`src/rtl/mult_pkg.sv`:
```
// Shared types and constants for the iterative HI/LO multiplier.
package mult_pkg;

    typedef enum logic [1:0] {
        IDLE   = 2'd0,
        RUN    = 2'd1,
        COMMIT = 2'd2
    } mult_state_e;

    localparam int MULT_WIDTH = 32;
    localparam int CNT_W      = $clog2(MULT_WIDTH + 1);

endpackage

```
`src/rtl/mult_unit.sv`:
```
// Multi-cycle shift-add multiplier for MULT/MULTU producing HI/LO.
// Operands are latched as magnitudes; the sign is reapplied on commit.
module mult_unit
    import mult_pkg::*;
#(
    parameter int WIDTH = MULT_WIDTH
) (
    input  logic             clk,
    input  logic             reset,
    input  logic             start,
    input  logic             is_signed,
    input  logic [WIDTH-1:0] a,
    input  logic [WIDTH-1:0] b,
    output logic             busy,
    output logic             done,
    output logic [WIDTH-1:0] hi,
    output logic [WIDTH-1:0] lo
);

    localparam int CW = $clog2(WIDTH + 1);

    mult_state_e          state_q;
    logic [WIDTH-1:0]     mcand_q;
    logic [WIDTH-1:0]     mplier_q;
    logic [2*WIDTH-1:0]   acc_q;
    logic [CW-1:0]        cnt_q;
    logic                 neg_q;
    logic                 busy_q;
    logic                 done_q;
    logic [WIDTH-1:0]     hi_q;
    logic [WIDTH-1:0]     lo_q;

    logic [WIDTH-1:0]     a_mag;
    logic [WIDTH-1:0]     b_mag;
    logic [WIDTH:0]       sum;
    logic [2*WIDTH-1:0]   acc_d;
    logic [2*WIDTH-1:0]   prod;

    always_comb begin
        a_mag = (is_signed && a[WIDTH-1]) ? (~a + 1'b1) : a;
        b_mag = (is_signed && b[WIDTH-1]) ? (~b + 1'b1) : b;
        // Carry out of the upper-half add becomes the MSB after the shift.
        sum   = {1'b0, acc_q[2*WIDTH-1:WIDTH]}
              + (mplier_q[0] ? {1'b0, mcand_q} : {(WIDTH+1){1'b0}});
        acc_d = {sum, acc_q[WIDTH-1:1]};
        prod  = neg_q ? (~acc_q + 1'b1) : acc_q;
    end

    always_ff @(posedge clk) begin
        if (reset) begin
            state_q  <= IDLE;
            mcand_q  <= '0;
            mplier_q <= '0;
            acc_q    <= '0;
            cnt_q    <= '0;
            neg_q    <= 1'b0;
            busy_q   <= 1'b0;
            done_q   <= 1'b0;
            hi_q     <= '0;
            lo_q     <= '0;
        end else begin
            done_q <= 1'b0;
            case (state_q)
                IDLE: begin
                    if (start) begin
                        mcand_q  <= a_mag;
                        mplier_q <= b_mag;
                        neg_q    <= is_signed & (a[WIDTH-1] ^ b[WIDTH-1]);
                        acc_q    <= '0;
                        cnt_q    <= '0;
                        busy_q   <= 1'b1;
                        state_q  <= RUN;
                    end
                end
                RUN: begin
                    acc_q    <= acc_d;
                    mplier_q <= mplier_q >> 1;
                    cnt_q    <= cnt_q + 1'b1;
                    if (cnt_q == CW'(WIDTH - 1))
                        state_q <= COMMIT;
                end
                COMMIT: begin
                    {hi_q, lo_q} <= prod;
                    done_q       <= 1'b1;
                    busy_q       <= 1'b0;
                    state_q      <= IDLE;
                end
                default: state_q <= IDLE;
            endcase
        end
    end

    assign busy = busy_q;
    assign done = done_q;
    assign hi   = hi_q;
    assign lo   = lo_q;

endmodule

```
`config.mk`:
```
export PLATFORM = sky130hd
export DESIGN_NAME = mult_unit
export DESIGN_NICKNAME = d
export VERILOG_FILES = /design/src/rtl/mult_pkg.sv /design/src/rtl/mult_unit.sv
export SDC_FILE = /design/constraint.sdc
export NUM_CORES = 1
export LEC_CHECK = 0
export ABC_AREA = 1
export BUFFER_PORTS_ARGS = -buffer_cell sky130_fd_sc_hd__buf_2
export CAP_MARGIN = 40
export CORE_MARGIN = 1.5
export CORE_UTILIZATION = 55
export CTS_CLUSTER_SIZE = 20
export DETAILED_ROUTE_END_ITERATION = 16
export GPL_ROUTABILITY_DRIVEN = 0
export PLACE_DENSITY = 0.8
export SLEW_MARGIN = 25
export SYNTH_ARGS = -nofsm -noshare
export SYNTH_HDL_FRONTEND = slang
export SYNTH_SLANG_ARGS = --single-unit
```
`constraint.sdc`:
```
create_clock -name clk -period 2.1 [get_ports clk]
set_input_delay 0.21 -clock clk [delete_from_list [all_inputs] [get_ports clk]]
set_output_delay 0.21 -clock clk [all_outputs]
set_load 0.01 [all_outputs]
```
### Word level (Yosys, flattened, before mapping)

Cells that the tools add are included.

* add/subtract/negate cells: 5
* equality and inequality tests: 5
* muxes and demuxes: 16
* bitwise operators: 5
* reduce and logical (&&, ||, !) cells: 9

Operator list (count)
* $mux 32: 4
* $mux 64: 2
* $pmux 64 s2: 1
* $add 32x1->32 const B: 2
* $add 64x1->64 const B: 1
* $not 32->32: 2
* $not 64->64: 1
* $pmux 32 s2: 1
* $add 32x32->33: 1
* $pmux 6 s2: 1
* $reduce_and 2->1: 4
* $add 6x1->6 const B: 1
* $eq 6x5->1 const B: 1
* $mux 6: 1
* $mux 2: 2
* $ne 2x2->1 const B: 2
* $pmux 2 s2: 1
* $reduce_bool 2->1: 2
* $eq 2x1->1 const B: 1
* $eq 2x2->1 const B: 1
* $logic_and 1x1->1: 2
* $logic_not 2->1: 1
* $mux 1: 2
* $pmux 1 s2: 1
* other kinds (2): 2

* register bits after elaboration: 203
* input port bits: 68
* output and inout bits: 66
* word-level logic and storage cells: 50

### Depth between registers and ports, before layout

* depth after elaboration: 5
* mapped depth: 18
* gate-level depth less buffers: 16

### Least setup slack after synthesis

Ideal clock, no wire load.

* path type: reg-to-reg
* from: register mplier_q[0]
* to: register acc_q[59]
* library setup time: 0.132 ns
* arrival time: 2.124 ns
* required time: 1.968 ns
* slack: -0.156 ns
* stages on the path, launching flop included: 18
* buffers on the path: 2
* clock period less this slack: 2.256 ns
* path through: dfxtp_1 -> clkbuf_1 -> clkbuf_1 -> nand2_1 -> inv_1 -> ha_1 -> inv_1 -> fa_1 -> inv_1 -> nand3_1 -> nand3_1 -> nand3_1 -> nand3_1 -> nand2_1 -> nand2_1 -> nand2_1 -> nand3_1 -> a21oi_1

* word-level cells in the longest chain between the ends: 3

Ends and longest elaborated chain
* start: declaration: RTL line mult_unit.sv:24 `logic [WIDTH-1:0] mplier_q;`
* start signal: assignment: RTL line mult_unit.sv:67 `mplier_q <= b_mag;`
* start signal: assignment: RTL line mult_unit.sv:77 `mplier_q <= mplier_q >> 1;`
* $mux 32: RTL line mult_unit.sv:44 `+ (mplier_q[0] ? {1'b0, mcand_q} : {(WIDTH+1){1'b0}});`
* $add 32x32->33: RTL line mult_unit.sv:44
* $pmux 64 s2: RTL line mult_unit.sv:63 `case (state_q)`
* end signal: assignment: RTL line mult_unit.sv:54 `acc_q <= '0;`
* end signal: assignment: RTL line mult_unit.sv:69 `acc_q <= '0;`
* end signal: assignment: RTL line mult_unit.sv:76 `acc_q <= acc_d;`
* end: declaration: RTL line mult_unit.sv:25 `logic [2*WIDTH-1:0] acc_q;`

Every way passes these cells.
A chain may end at the register's enable or synchronous reset.

### Final worst setup path

* from: register mplier_q[0]
* to: register acc_q[56]

The elaborated chain is that of the path after synthesis.

==> impl_metrics.env <==
export IMPL_critPathKind="reg2reg"
export IMPL_drive_above_1_share_pct=21.4
export IMPL_synth_area_per_cell_um2=6.12
export IMPL_status="complete, but fails checks"
export IMPL_grt_start_max_net_pins=64
export IMPL_synth_top_family_by_area="simple AND/OR/NAND/NOR gates"
export IMPL_wl_mm=42.3
export IMPL_finalPower_uw=9710
export IMPL_ctsHtreeMaxLevel=1
export IMPL_dpl_cell_area_um2=14900
export IMPL_die_height_um=160
export IMPL_clk_latency_ps=540
export IMPL_track_usage_pct=29.4
export IMPL_pre_cts_ws_ps=-92.1
export IMPL_slowest_stage="dfxtp_4"
export IMPL_cap_violations=0
export IMPL_hold_viol=0
export IMPL_die_area_um2=25600
export IMPL_drtPass1Iterations=6
export IMPL_clockBufferDepth=3
export IMPL_final_cell_area_um2=16700
export IMPL_max_stage_delay_ps=440
export IMPL_dp_hpwl_mm=29.1
export IMPL_fin_util_pct=68.9
export IMPL_finalClockSkew_ps=20.5
export IMPL_synth_cell_types=53
export IMPL_coreArea_um2=24200
export IMPL_drt_wirelength_per_cell_um=15.6
export IMPL_dr_total_vias=15500
export IMPL_wl_met2_mm=18.9
export IMPL_min_period_ps=2240
export IMPL_layout_nets=2482
export IMPL_cp_common_cell="nand2_1"
export IMPL_start_util_pct=55.8
export IMPL_grt_setup_unrepaired="true"
export IMPL_clock_sinks=203
export IMPL_path_clk_slew_ps=70
export IMPL_synthCells=2213
export IMPL_ioPinCount=134
export IMPL_finalMaxSlewViolations=0
export IMPL_ys_ff_latch=203
export IMPL_io_buffers=133
export IMPL_vdd_drop_max_uv=494
export IMPL_worst_ep_arrival_time_ps=2700
export IMPL_antenna_found_initial=0
export IMPL_setup_viol=8
export IMPL_synth_compound_gate_area_share_pct=15.8
export IMPL_synth_area_um2=13500
export IMPL_slew_headroom_pct=53.1
export IMPL_fmax_ghz=0.447
export IMPL_diodes=0
export IMPL_synth_adder_area_share_pct=3.47
export IMPL_powerDensity_nw_per_um2=581
export IMPL_cp_start_kind="register"
export IMPL_area_growth_pct=23.4
export IMPL_std_cell_rows=57
export IMPL_grt_pass1_wl_mm=63.0
export IMPL_cp_required_ps=2560
export IMPL_crit_chain="buf_12 -> nand2_1 -> inv_2 -> ha_4 -> nand2_1 -> nand2_1 -> inv_1 -> nand2_2 -> buf_4 -> nand2_1 -> nand2_2 -> a21oi_2 -> nand2_1 -> nand2_1 -> nand3_2 -> a21oi_1"
export IMPL_hold_path_class="in2reg"
export IMPL_highest_layer="met4"
export IMPL_drtIter0Drc=1583
export IMPL_endpoint_kind="register"
export IMPL_mappedNetlistNets=2318
export IMPL_wl_met3_mm=3.94
export IMPL_grt_overflow_total=0
export IMPL_yosysWarnings=0
export IMPL_detail_route_antenna_nets=0
export IMPL_cts_root_buffer="clkbuf_16"
export IMPL_cts_buffers=23
export IMPL_remaining_drc_errors=0
export IMPL_met1_length_mm=17.7
export IMPL_synthMuxAreaShare_pct=0
export IMPL_synthSimpleGateAreaFrac_pct=38.0
export IMPL_leakage_uw=0.00831
export IMPL_setup_ws_ps=-139
export IMPL_synth_xor_area_share_pct=1.62
export IMPL_die_width_um=160
export IMPL_vias_per_cell=5.70
export IMPL_cts_tree="done"
export IMPL_ys_seq_area_share_pct=30.0
export IMPL_worst_pin_slew_ps=703
export IMPL_grt_pass1_vias=13200
export IMPL_crit_fanout=7
export IMPL_violations="negative setup slack"
export IMPL_post_route_period_util_pct=107
[cell families (layout without fill, tap and decap cells)]
kind of cell             count (synthesis)  after routing
AO/OA/AOI/OAI                          363            363
XOR/XNOR                                25             25
AND/OR/NAND/NOR                       1201           1201
flip-flops                             203            203
adder cells (fa/ha/maj)                 37             37
buffers and inverters                  384            565
[power breakdown]
| part | switching [uW] | total (uW) | internal (uW) |
|---|---|---|---|
| Clock | 1730 | 4220 | 2480 |
| Combinational | 907 | 1410 | 501 |
| Sequential | 98.4 | 4090 | 3990 |
| Total | 2740 | 9710 | 6970 |
[sequential cells by signal, summed over array words and instances (netlist names)]
name      flops
acc_q        64
state_q       2
hi           32
cnt_q         6
done          1
mplier_q     32
busy          1
neg_q         1
lo           32
mcand_q      32
[critical path: cells and delay by family (launching register included)]
family                     cells  cell delay [ps]
AOI/OAI and AO/OA              2              360
adders and majority gates      1              220
buffers and inverters          4              420
DFF                            1              440
and+or+nand+nor                9              710
[synthesized netlist by cell type, drive strengths merged]
cell type | count | area share [%]
a21o | 2 | 0.11
dfxtp | 203 | 30
or2 | 12 | 0.55
nor4 | 3 | 0.14
buf | 33 | 1.2
nor2 | 259 | 8.0
nand3b | 7 | 0.39
clkinv | 1 | 0.028
fa | 1 | 0.15
nand4 | 32 | 1.5
a22oi | 22 | 1.2
ha | 36 | 3.3
o22ai | 7 | 0.32
nand3 | 179 | 7.1
xnor2 | 4 | 0.26
a21oi | 126 | 4.7
and3 | 2 | 0.092
inv | 306 | 8.5
a32o | 6 | 0.44
xor2 | 21 | 1.4
a21boi | 2 | 0.11
nand2 | 687 | 19
and2 | 2 | 0.10
o31ai | 1 | 0.055
clkbuf | 44 | 1.3
o21bai | 2 | 0.11
o21a | 2 | 0.11
o221ai | 1 | 0.065
o21ai | 142 | 5.6
a311oi | 1 | 0.065
a31oi | 9 | 0.42
o32ai | 32 | 2.1
o211ai | 4 | 0.22
a221oi | 4 | 0.26
nor3 | 18 | 0.70
[area by class of cell]
cell class              count  area, um^2
clock inverters            15         185
clock buffers              27         611
repair buffers            216        1450
inverters                 307        1150
multi-input cells        1626        8850
flip-flops and latches    203        4070
fillers                  1983        7530
well taps                 324         405
[per-stage QoR]
| stage | cells | hold WS [ps] | setup TNS, ps |
|---|---|---|---|
| 2_1_floorplan | 2213 | 353 | 0 |
| 3_3_place_gp | 2658 | 432 | -13.5 |
| 3_5_place_dp | 2658 | 437 | -317 |
| 4_1_cts | 2711 | 4.45 | 0 |
| 5_1_grt | 2718 | 21.3 | -2130 |
| 6_report | 2718 | 8.59 | -423 |
[layout by cell type, fill, tap and decap left out, types with 9 or more instances in the layout]
cell type,instances
a22oi_1,22
o21ai_1,22
dfxtp_1,201
a31oi_1,9
o21ai_0,111
nand2_2,67
dlygate4sd3_1,11
nor3_1,13
nand2_4,16
ha_4,29
buf_2,132
inv_1,264
or2_2,9
inv_2,42
nand3_2,17
nor2_4,11
clkbuf_16,25
nand2_1,604
a21oi_1,109
nand4_1,32
xor2_1,21
nor2_2,33
a21oi_2,15
o32ai_1,32
nor2_1,214
nand3_1,157
buf_4,63
[per-layer routing]
| layer | up-vias | GRT usage [%] |
|---|---|---|
| met4 | 0 | 9.30 |
| met2 | 847 | 47.4 |
| met3 | 168 | 3.45 |
| met1 | 7004 | 41.0 |
| met5 | - | 0 |
| li1 | 7477 | - |
[worst paths after layout]
check	from	to	slack [ps]	cells after the start
hold reg to reg	hi[6]	hi[6]	450	2
setup / recovery	mplier_q[0]	acc_q[56]	-140	16
hold / removal	a[9]	mcand_q[9]	9	3
setup reg to reg	mplier_q[0]	acc_q[56]	-140	16
[what timing repair did]
item                                   CTS  global route
endpoints found under the hold margin   11             0
cloned                                   0             3
resized for setup                        7           202
pin swaps                                0            46
hold buffers                            11             0
setup endpoints to repair               17            24
buffers inserted                         0             4
Power figures use the tool's default switching activity.
